**src/rtl/wide_add_seq_if.sv**
```systemverilog
// Requester-side bundle for wide_add_seq: start/done handshake, operands, result.
// Latency: none, wires only.
// Backpressure: start is accepted only while busy is low; requests made during a run are dropped.
interface wide_add_seq_if #(
  parameter int WORDS = 4
);
  localparam int W = 16 * WORDS;

  logic         start;
  logic [W-1:0] A;
  logic [W-1:0] B;
  logic         cin;
  logic         busy;
  logic         done;
  logic [W-1:0] S;
  logic         cout;

  // Requester side: issues operands, observes status and result.
  modport master (
    output start, A, B, cin,
    input  busy, done, S, cout
  );

  // Sequencer side.
  modport slave (
    input  start, A, B, cin,
    output busy, done, S, cout
  );
endinterface

```
**src/rtl/wide_add_seq.sv**
```systemverilog
// Sequences one shared 16-bit adder over WORDS words, LSW first, chaining the carry.
// Latency: start accepted at edge k, done high in cycle k+WORDS+1; one add per WORDS+1 cycles.
// Backpressure: start is ignored while busy (RUN); a start in the DONE cycle is taken back-to-back.
module wide_add_seq #(
  parameter int WORDS = 4
) (
  input  logic        clk,
  input  logic        rst,
  wide_add_seq_if.slave req,
  output logic [15:0] add_a,
  output logic [15:0] add_b,
  output logic        add_cin,
  input  logic [15:0] add_s,
  input  logic        add_cout
);

  localparam int W  = 16 * WORDS;
  localparam int IW = (WORDS > 1) ? $clog2(WORDS) : 1;
  localparam logic [IW-1:0] LAST_IDX = IW'(WORDS - 1);

  typedef enum logic [1:0] {
    IDLE = 2'd0,
    RUN  = 2'd1,
    DONE = 2'd2
  } state_t;

  state_t        state_q, state_d;
  logic [IW-1:0] idx_q,   idx_d;
  logic          carry_q, carry_d;
  logic [W-1:0]  a_q,     a_d;
  logic [W-1:0]  b_q,     b_d;
  logic [W-1:0]  s_q,     s_d;
  logic          cout_q,  cout_d;

  logic          accept;

  // A request is taken in IDLE and also in DONE, so back-to-back adds lose no cycle.
  assign accept = req.start && (state_q != RUN);

  // Next-state and datapath: capture operands on accept, one word per RUN cycle.
  always_comb begin
    state_d = state_q;
    idx_d   = idx_q;
    carry_d = carry_q;
    a_d     = a_q;
    b_d     = b_q;
    s_d     = s_q;
    cout_d  = cout_q;

    case (state_q)
      RUN: begin
        s_d[16*idx_q +: 16] = add_s;
        carry_d             = add_cout;
        if (idx_q == LAST_IDX) begin
          // Index returns to 0 so it never exceeds WORDS-1 for non-power-of-two WORDS.
          cout_d  = add_cout;
          idx_d   = '0;
          state_d = DONE;
        end else begin
          idx_d = idx_q + 1'b1;
        end
      end
      DONE: begin
        state_d = IDLE;
      end
      default: begin
        state_d = IDLE;
      end
    endcase

    // Accept overrides the IDLE/DONE defaults above; the old result is cleared on entry to RUN.
    if (accept) begin
      a_d     = req.A;
      b_d     = req.B;
      carry_d = req.cin;
      idx_d   = '0;
      s_d     = '0;
      cout_d  = 1'b0;
      state_d = RUN;
    end
  end

  // State and datapath registers; reset aborts any run and discards the partial sum.
  always_ff @(posedge clk or posedge rst) begin
    if (rst) begin
      state_q <= IDLE;
      idx_q   <= '0;
      carry_q <= 1'b0;
      a_q     <= '0;
      b_q     <= '0;
      s_q     <= '0;
      cout_q  <= 1'b0;
    end else begin
      state_q <= state_d;
      idx_q   <= idx_d;
      carry_q <= carry_d;
      a_q     <= a_d;
      b_q     <= b_d;
      s_q     <= s_d;
      cout_q  <= cout_d;
    end
  end

  // Adder pins come straight from registers (full cycle to settle) and sit at 0 outside RUN.
  always_comb begin
    add_a   = '0;
    add_b   = '0;
    add_cin = 1'b0;
    if (state_q == RUN) begin
      add_a   = a_q[16*idx_q +: 16];
      add_b   = b_q[16*idx_q +: 16];
      add_cin = carry_q;
    end
  end

  assign req.busy = (state_q == RUN);
  assign req.done = (state_q == DONE);
  assign req.S    = s_q;
  assign req.cout = cout_q;

endmodule

```
**src/flat_wrapper.sv**
```systemverilog
// flat-port wrapper written by rule: the top's interface ports become plain ports
module wide_add_seq_flat 
#(
  parameter int WORDS = 4
)
  (clk, rst, add_a, add_b, add_cin, add_s, add_cout, req_start, req_A, req_B, req_cin, req_busy, req_done, req_S, req_cout);
  wide_add_seq_if #(.WORDS(WORDS)) req_i ();
  input  logic clk;
  input  logic rst;
  output logic [15:0] add_a;
  output logic [15:0] add_b;
  output logic add_cin;
  input  logic [15:0] add_s;
  input  logic add_cout;
  input wire logic [$bits(req_i.start)-1:0] req_start;
  input wire logic [$bits(req_i.A)-1:0] req_A;
  input wire logic [$bits(req_i.B)-1:0] req_B;
  input wire logic [$bits(req_i.cin)-1:0] req_cin;
  output wire logic [$bits(req_i.busy)-1:0] req_busy;
  output wire logic [$bits(req_i.done)-1:0] req_done;
  output wire logic [$bits(req_i.S)-1:0] req_S;
  output wire logic [$bits(req_i.cout)-1:0] req_cout;
  assign req_i.start = req_start;
  assign req_i.A = req_A;
  assign req_i.B = req_B;
  assign req_i.cin = req_cin;
  assign req_busy = req_i.busy;
  assign req_done = req_i.done;
  assign req_S = req_i.S;
  assign req_cout = req_i.cout;
  wide_add_seq #(.WORDS(WORDS)) u_core (.clk(clk), .rst(rst), .req(req_i), .add_a(add_a), .add_b(add_b), .add_cin(add_cin), .add_s(add_s), .add_cout(add_cout));
endmodule
```
**config.mk**
```make
export PLATFORM = sky130hd
export DESIGN_NAME = wide_add_seq_flat
export DESIGN_NICKNAME = d
export VERILOG_FILES = /design/src/rtl/wide_add_seq_if.sv /design/src/rtl/wide_add_seq.sv /design/src/flat_wrapper.sv
export SDC_FILE = /design/constraint.sdc
export NUM_CORES = 1
export LEC_CHECK = 0
export CORE_MARGIN = 3
export CORE_UTILIZATION = 40
export DETAILED_ROUTE_END_ITERATION = 10
export PLACE_DENSITY = 0.69
export RECOVER_POWER = 100
export SYNTH_ARGS = -nofsm -noshare
export SYNTH_HDL_FRONTEND = slang
export SYNTH_SLANG_ARGS = --single-unit
```
**constraint.sdc**
```tcl
create_clock -name clk -period 18.4 [get_ports clk]
set_clock_uncertainty 0.2 [all_clocks]
set_input_delay 5.52 -clock clk [delete_from_list [all_inputs] [get_ports clk]]
set_output_delay 5.52 -clock clk [all_outputs]
set_load 0.02 [all_outputs]
```
* After elaboration in Yosys (flattened, before gate mapping)
Index checks and enable logic that the tools add are counted.
** Cells by class
- $add $sub $neg :: 2
- Multipliers :: 0
- Divide/modulo/power cells :: 0
- Magnitude comparators :: 0
- Equal/unequal tests :: 5
- Shift operators :: 4
- Multiplexer cells :: 17
- Bitwise logic cells :: 0
- Reductions and logical operators :: 4
** Operators with widths (number)
- 64-bit 2-to-1 mux :: 2
- 64-bit by 7-bit indexed part select with 16-bit output :: 2
- 64-bit bitwise mux :: 1
- 16-bit by 34-bit variable shift with 64-bit output, first input constant :: 1
- 16-bit by 34-bit indexed part select with 64-bit output :: 1
- 6-bit negation with 34-bit output :: 1
- 16-bit 2-to-1 mux :: 2
- 2-bit 2-to-1 mux :: 6
- 1-bit 2-to-1 mux :: 6
- 2-bit equality test, second input constant :: 2
- 2-bit nonzero test :: 2
- 3-bit by 1-bit inequality test with 1-bit output, second input constant :: 1
- 2-bit by 1-bit adder with 2-bit output, second input constant :: 1
- 2-bit by 1-bit equality test with 1-bit output, second input constant :: 1
- 2-bit by 1-bit inequality test with 1-bit output, second input constant :: 1
- 2-bit AND reduction :: 1
- 1-bit logical AND :: 1
** Word-level totals
- Bits in registers :: 198
- Bits in latches :: 0
- RAM bits :: 0
- ROM bits :: 0
- Input bits :: 149
- Output and inout port bits :: 100
- Logic and storage cells :: 39
- Memories :: 0

* Longest topological paths before layout
Gate-level depths: netlist of the first run.
- Depth in word-level cells :: 5
- Gate-level depth with buffers :: 9
- Depth with buffers taken out :: 5

* Worst setup path before layout of the first run
OpenSTA, ideal clock, no wires.
- Path type :: register to output
- Start :: reg u_core.state_q[1]
- End :: out add_b[10]
- Arrival time :: 1.402 ns
- Required time :: 12.680 ns
- Setup slack :: 11.278 ns
- Cell stages (with the launch flop) :: 6
- Buffers on the path :: 2
- Cell sequence :: dfrtp_1 -> nor2b_1 -> buf_6 -> nand2_1 -> clkbuf_1 -> o22ai_1
** On the way
- Word-level cells in the longest chain between the ends :: 2
** RTL lines
- start: declaration :: line wide_add_seq.sv:27 : state_t state_q, state_d;
- start signal: assignment :: line wide_add_seq.sv:94 : state_q <= state_d;
- 2-bit by 1-bit equality test with 1-bit output :: line wide_add_seq.sv:109 : if (state_q == RUN) begin
- 16-bit 2-to-1 mux :: line wide_add_seq.sv:109
- end: declaration :: line flat_wrapper.sv:11 : output logic [15:0] add_b;
Every way passes these cells.

* Final worst setup path of the first run
- Start :: in req_start
- End :: reg u_core.a_q[9]
** On the way
- Word-level cells in the longest chain between the ends :: 1
** RTL lines
- start: declaration :: line flat_wrapper.sv:15 : input wire logic [$bits(req_i.start)-1:0] req_start;
- 1-bit logical AND :: line wide_add_seq.sv:38 : assign accept = req.start && (state_q != RUN);
- end signal: assignment :: line wide_add_seq.sv:89 : a_q <= '0;
- end signal: assignment :: line wide_add_seq.sv:97 : a_q <= a_d;
- end: declaration :: line wide_add_seq.sv:30 : logic [W-1:0] a_q, a_d;
Every way passes these cells.
A chain may end at the register's enable or synchronous reset.

==> impl_results.md, run 1 <==
* Status: finished, violations left
* Failing checks: capacitance limit, slew limit
* Layout cells sized above 1 at approximately 8.4%
* Tot GR Track Use at between 15 and 20%
* Most frequent CP cell: clkbuf_1
* Syn Inst Count at ~560
* Critical Path AT at 11.80 ns
* Num ports at between 200 and 250
* Total die area at around 24000 sq um
* Starting density of the core at 41.4%
* Via count at between 5000 and 6000
* Setup TNS at 0 ns
* Sink Count at 198
* CTS Hold Buffers Added at 0
* Period Utilization, post-route at 63.6%
* Fmax achieved at 85.5 MHz
* Initial antenna violation count at 0
* Area share of fa/ha/maj cells after synthesis at 0.847%
* Hold_ws at 0.292 ns
* Hold Fails Final Rpt at 0
* Longest Clk Path Bufs at 2
* Vias/cell at ~5.2
* Commonest cells after routing, fill and taps aside: dfrtp_1 (198), clkdlybuf4s50_1 (148), dlygate4sd3_1 (100)
* Worst-path fanout max at 59
* Syn. warnings at 0
* Post-cts resize count at 0
* Compound-gate portion of the synthesized area at 8.92%
* Xor/xnor share of the synthesized area at 0%
* Simple logic cell fraction of the synthesized area at under 10%
* Slew Viols, Final at between 300 and 400
* Area grow syn2layout at 30.3%
* Netlist cell types at 28
* Post-synth EDFFs at 0
* CTS H-tree depth at 4
* Worst path max stage delay at 2.35 ns
* Die height at 155 microns
* Mapped Avg Cell Area at about 16 sq um
* First-pass GRT wire length at 34.4 mm
* Setup CP Type: input port to register
* First-pass DRT Iterations at 4
* Synth Flop Type: dfrtp_1
* Die Wd at 155 microns
* # DRC at 0
* Final min period at 11.70 ns
* ANT nets after route at 0
* Peak VDD IR at 0.000110 V
* Clock-pin slew on the worst setup and hold paths at 0.07 ns
* Worst Hold Class: register to register
* Largest net degree at the start of global routing at 120
* Worst setup EP type: register
* Final #Nets at 955
* Kind of cell adding the most delay to the critical path: buffers and inverters
* Antenna fix cells at 0
* Cell breakdown of the critical path: dlygate4sd3_1 > nand2b_1 > clkbuf_1 > clkbuf_1 > mux2_2
* Post-synthesis mux area share at 28.6%
* CP max-delay cell: clkbuf_1
* Worst-Skew Late Latency at 0.43 ns
* Commonest non-fill, non-tap cell in the layout: dfrtp_1
* Root buffer cell: clkbuf_16
* Setup violators final at 0
* Vias in the first global route at 6242
* Seq/Total Area, Yosys at 55.9%
* Buf/Inv on CP at 3
* Wirelength per Cell at just under 20 microns
* Core Area at ~21000 sq um
* Dominant cells by area after synthesis: dfrtp_1 (56%), mux2_4 (17%), mux2i_1 (7.4%), a22o_1 (6.5%), mux2_2 (3.4%)
* Final WL at 21.6 mm
* Yosys top cell area share at 55.9%
* Initial DRC Count at 284
* Slew @ Worst Pin at 5.16 ns
* CTS tree: done
* Cts bufs inserted at 17
* Power Density at 180 nW/um^2
* Global placement routability congestion at between 0.7 and 0.8
* Cell taking the most area after synthesis: dfrtp_1
* Mapped cell area at around 9000 sq um
* Row cnt at 53
* Largest family of logic cells by synthesized area: multiplexers
* Post-synth ARST share at 100%
* Post-Syn Nets at 719
* Slew HR at -246%
* Post-CTS setup buffer count at 0
* I/O Buffers at 248
* Static leakage at around 5.2 nW
* MaxCap Viol Count at 8
* Yosys reg bits at roughly 200
* RSZ-0062 raised after global routing: false
* Post-DP HPWL at 15.5 mm
* WP data required at 18.51 ns
* Congestion Overflow GR at 0
* Crit path launch type: input port
area by class of cell:
cell class                 instances  area [sq um]
clock buffer                      18           439
clock inverter                    13           139
fill                            1859          9860
inverter                           3          12.5
multi-input combinational        324          3140
sequential                       198          4950
tap                              275           344
timing repair buffer             256          2530
synthesized netlist by cell type, types with 4 or more instances:
library cell and number:
nor2_1 4, dfrtp_1 198, mux2i_1 66, clkbuf_1 4, mux2_2 27, o22ai_1 32
mux2_4 100, buf_6 4, nand2_1 6, buf_2 16, mux2i_2 4, ha_1 6
buf_12 11, a22o_1 66
cell families (layout without fill, tap and decap cells):
kind of cell	count (synthesis)	count (layout)
muxes	198	198
DFF	198	198
AOI/OAI and AO/OA	100	100
buffers and inverters	42	290
and+or+nand+nor	20	20
adders and majority gates	6	6
registers in the layout (all words and copies together) (netlist names):
| register | cells |
|---|---|
| u_core.a_q | 64 |
| u_core.b_q | 64 |
| u_core.carry_q | 1 |
| u_core.idx_q | 2 |
| u_core.req.S | 64 |
| u_core.req.cout | 1 |
| u_core.state_q | 2 |
stage by stage:
step	utilization, %	std cells	worst slack [ns]	power, mW	area, sq um
2_1_floorplan	-	564	7.28	1.50	8870
3_3_place_gp	53.2	1056	9.35	1.85	11400
3_5_place_dp	53.2	1056	9.25	1.88	11400
4_1_cts	55.9	1087	9.63	2.26	12000
5_1_grt	54.0	1087	6.10	2.20	11600
6_report	54.0	1087	6.70	2.08	11600
power breakdown:
group	leakage (nW)	internal [mW]	total, mW	switching (mW)
Clock	0.276	0.195	0.369	0.174
Sequential	2.46	0.634	0.761	0.127
Combinational	2.49	0.461	0.946	0.485
Total	5.23	1.29	2.08	0.786
worst reg2reg max path: stages, from the launching register on:
cell      delay [ns]
dfrtp_1         0.40
nor2b_1         0.14
clkbuf_1        0.61
nand2b_1        1.13
clkbuf_1        2.35
clkbuf_1        1.75
mux2_2          0.46
metal layers:
| layer | share of wire, % | routed length (microns) | global-route usage, % | up-vias |
|---|---|---|---|---|
| li1 | - | - | - | 2569 |
| met1 | 43 | 9370 | 23.5 | 2887 |
| met2 | 47 | 10100 | 29.0 | 223 |
| met3 | 7.9 | 1710 | 5.37 | 25 |
| met4 | 1.7 | 369 | 5.47 | 0 |
| met5 | 0 | 0 | 0 | - |
path summary, 6_finish.rpt:
path | startpoint | to | slack, ns | cells past startpoint
max | req_start | u_core.a_q[9]$_DFFE_PP0P_ | 6.70 | 5
min | u_core.a_q[51]$_DFFE_PP0P_ | u_core.a_q[51]$_DFFE_PP0P_ | 0.29 | 1
max reg2reg | u_core.state_q[0]$_DFFE_PP0P_ | u_core.a_q[9]$_DFFE_PP0P_ | 11.23 | 6
min reg2reg | u_core.a_q[51]$_DFFE_PP0P_ | u_core.a_q[51]$_DFFE_PP0P_ | 0.29 | 1
max in group asynchronous | rst | u_core.req.S[41]$_DFFE_PP0P_ | 8.41 | 3
min in group asynchronous | rst | u_core.req.S[36]$_DFFE_PP0P_ | 6.94 | 2
No activity file was read; power rests on OpenSTA's default activity.
==> run 2, diff against run 1 <==
--- a/config.mk
+++ b/config.mk
@@ -8,7 +8,7 @@
 export CORE_MARGIN = 3
 export CORE_UTILIZATION = 40
 export DETAILED_ROUTE_END_ITERATION = 10
-export PLACE_DENSITY = 0.69
+export PLACE_DENSITY = 0.71
 export RECOVER_POWER = 100
 export SYNTH_ARGS = -nofsm -noshare
 export SYNTH_HDL_FRONTEND = slang
==> constraint.sdc (replaced) <==
create_clock -name clk -period 9.5 [get_ports clk]
set_clock_uncertainty 0.2 [all_clocks]
set_input_delay 2.85 -clock clk [delete_from_list [all_inputs] [get_ports clk]]
set_output_delay 2.85 -clock clk [all_outputs]
set_load 0.02 [all_outputs]
==> run 2 against run 1 <==
  * Sequential share of layout area about the same
  * Non-clock buffer count unchanged
  * Die area unchanged
  * Final cell count unchanged
  * Total power increased by 93%
  * Global-route usage increased by 0.21 points
  * First-iteration DRC count decreased by 15%
  * Highest routed layer unchanged
  * The run still ends with capacitance limit, slew limit left
==> impl_results.md, run 2 (synthesis results as in run 1) <==
* Status: finished, violations left
* Failing checks: capacitance limit, slew limit
* Worst reg2reg setup slack at 4.21 ns
* Post-CTS setup buffer count at 0
* Power Density at 346 nW/um^2
* Worst-path fanout max at 53
* Final #Nets at 955
* Met1 Routed Length at 9.79 mm
* Worst-Skew Late Latency at 0.42 ns
* Post-DP HPWL at 15.5 mm
* Die height at 155 microns
* Placed cell count at 1056
* Fmax achieved at between 100 and 150 MHz
* Post-route insts no fill at 1087
* Fillers at 1831
* Core Area at between 20000 and 25000 sq um
* Clock-pin slew on the worst setup and hold paths at 0.07 ns
* Met2 wire len at 10.3 mm
* Vias/cell at about 5.2
* Cts bufs inserted at 17
* Slew @ Worst Pin at 2.55 ns
* Design Area, Final at 11600 sq um
* Post-cts resize count at 0
* Sink Count at 198
* Setup violators final at 0
* CTS tree: done
* Via count at 5681
* Vias in the first global route at 6059
* # DRC at 0
* Slew Viols, Final at 155
* Setup TNS at 0 ns
* Pwr Total at 4.00 mW
* Critical Path AT at a little over 7 ns
* MaxCap Viol Count at 6
* I/O Buffers at 248
* Starting density of the core at between 40% and 50%
* Worst setup EP type: register
* R2R Path Start: u_core.state_q[1]$_DFFE_PP0P_
* Commonest cells after routing, fill and taps aside: dfrtp_1 (197), clkdlybuf4s50_1 (148), dlygate4sd3_1 (100)
* Worst setup endpoint: u_core.b_q[58]$_DFFE_PP0P_
* Setup CP Type: input port to register
* CTS Hold Buffers Added at 0
* Initial antenna violation count at 0
* Longest Clk Path Bufs at 2
* Worst setup margin at 2.43 ns
* Period Utilization, post-route at roughly three quarters
* Peak VDD IR at 0.000246 V
* CTS H-tree depth at 4
* DR top layer: met4
* Static leakage at 5.23 nW
* Beginning of the critical path: req_start
* ANT nets after route at 0
* Root buffer cell: clkbuf_16
* Commonest non-fill, non-tap cell in the layout: dfrtp_1
* WP data required at 9.61 ns
* Tot GR Track Use at roughly 18%
* Hold Fails Final Rpt at 0
* Total die area at 24000 sq um
* Largest net degree at the start of global routing at between 100 and 150
* Row cnt at 53
* First-pass DRT Iterations at 4
* Worst reg2reg path depth at 5
* Congestion Overflow GR at 0
* RSZ-0062 raised after global routing: false
* Crit path launch type: input port
* Placed cell area at 11400 sq um
* Antenna fix cells at 0
* Dpl ws at 3.62 ns
* Die Wd at 155 microns
* Met3 routed WL at between 1 and 1.5 mm
* Initial DRC Count at 241
* Final min period at 7.07 ns
* Worst Hold Class: register to register
* Wirelength per Cell at 20.1 microns
* Final WL at 21.9 mm
* Global placement routability congestion at 0.823
* Num ports at between 200 and 250
* First-pass GRT wire length at 34.6 mm
* Layout cells sized above 1 at 8.62%
* Slew HR at -69.9%
* RR Endpoint: u_core.b_q[58]$_DFFE_PP0P_
* Area grow syn2layout at 30.4%
==> run 2: cell count changes in the layout (fill, tap and decap cells not counted), sizes merged <==
cell,before,now
buf,4,5
clkinvlp,4,5
inv,9,7
==> run 2: per-layer routing <==
metal	track usage, %	vias up
met2	29.3	215
met4	4.75	0
met3	4.92	21
met1	24.5	2869
li1	-	2576
met5	0	-
==> run 2: layout make-up <==
type	instances	area, sq um	area share (%)
clock buffer	19	453	3.92
timing repair buffer	256	2530	21.9
clock inverter	12	119	1.03
inverter	3	18.8	0.162
multi-input combinational	324	3140	27.1
sequential	198	4960	42.9
tap	275	344	2.98
==> run 2: worst min-delay path by stage <==
stage / from / end / depth (start not counted)
floorplan: u_core.a_q[13]$_DFFE_PP0P_ / u_core.a_q[13]$_DFFE_PP0P_ / 1
global placement: u_core.a_q[13]$_DFFE_PP0P_ / u_core.a_q[13]$_DFFE_PP0P_ / 1
detailed placement: u_core.req.S[19]$_DFFE_PP0P_ / u_core.req.S[19]$_DFFE_PP0P_ / 1
CTS: u_core.a_q[8]$_DFFE_PP0P_ / u_core.a_q[8]$_DFFE_PP0P_ / 1
global route: u_core.b_q[38]$_DFFE_PP0P_ / u_core.b_q[38]$_DFFE_PP0P_ / 1
finish: u_core.b_q[38]$_DFFE_PP0P_ / u_core.b_q[38]$_DFFE_PP0P_ / 1
==> run 2: power by group <==
part | internal (mW) | total [mW] | switching [mW]
sequential | 1.23 | 1.48 | 0.248
clock | 0.379 | 0.705 | 0.326
combinational | 0.869 | 1.82 | 0.949
total | 2.48 | 4.00 | 1.52
==> run 2: critical path, cell delays in order <==
cell and delay, ns:
dlygate4sd3_1 0.67, nand2b_1 1.77, clkbuf_1 1.41, mux2_2 0.45
==> run 2: per-stage QoR <==
| stage | util (%) | hold slack, ns |
|---|---|---|
| 2_1_floorplan | - | 0.264 |
| 3_3_place_gp | 53.2 | 0.280 |
| 4_1_cts | 55.8 | 0.308 |
| 5_1_grt | 54.0 | 0.310 |
| 6_report | 54.0 | 0.293 |
| 3_5_place_dp | 53.2 | 0.291 |
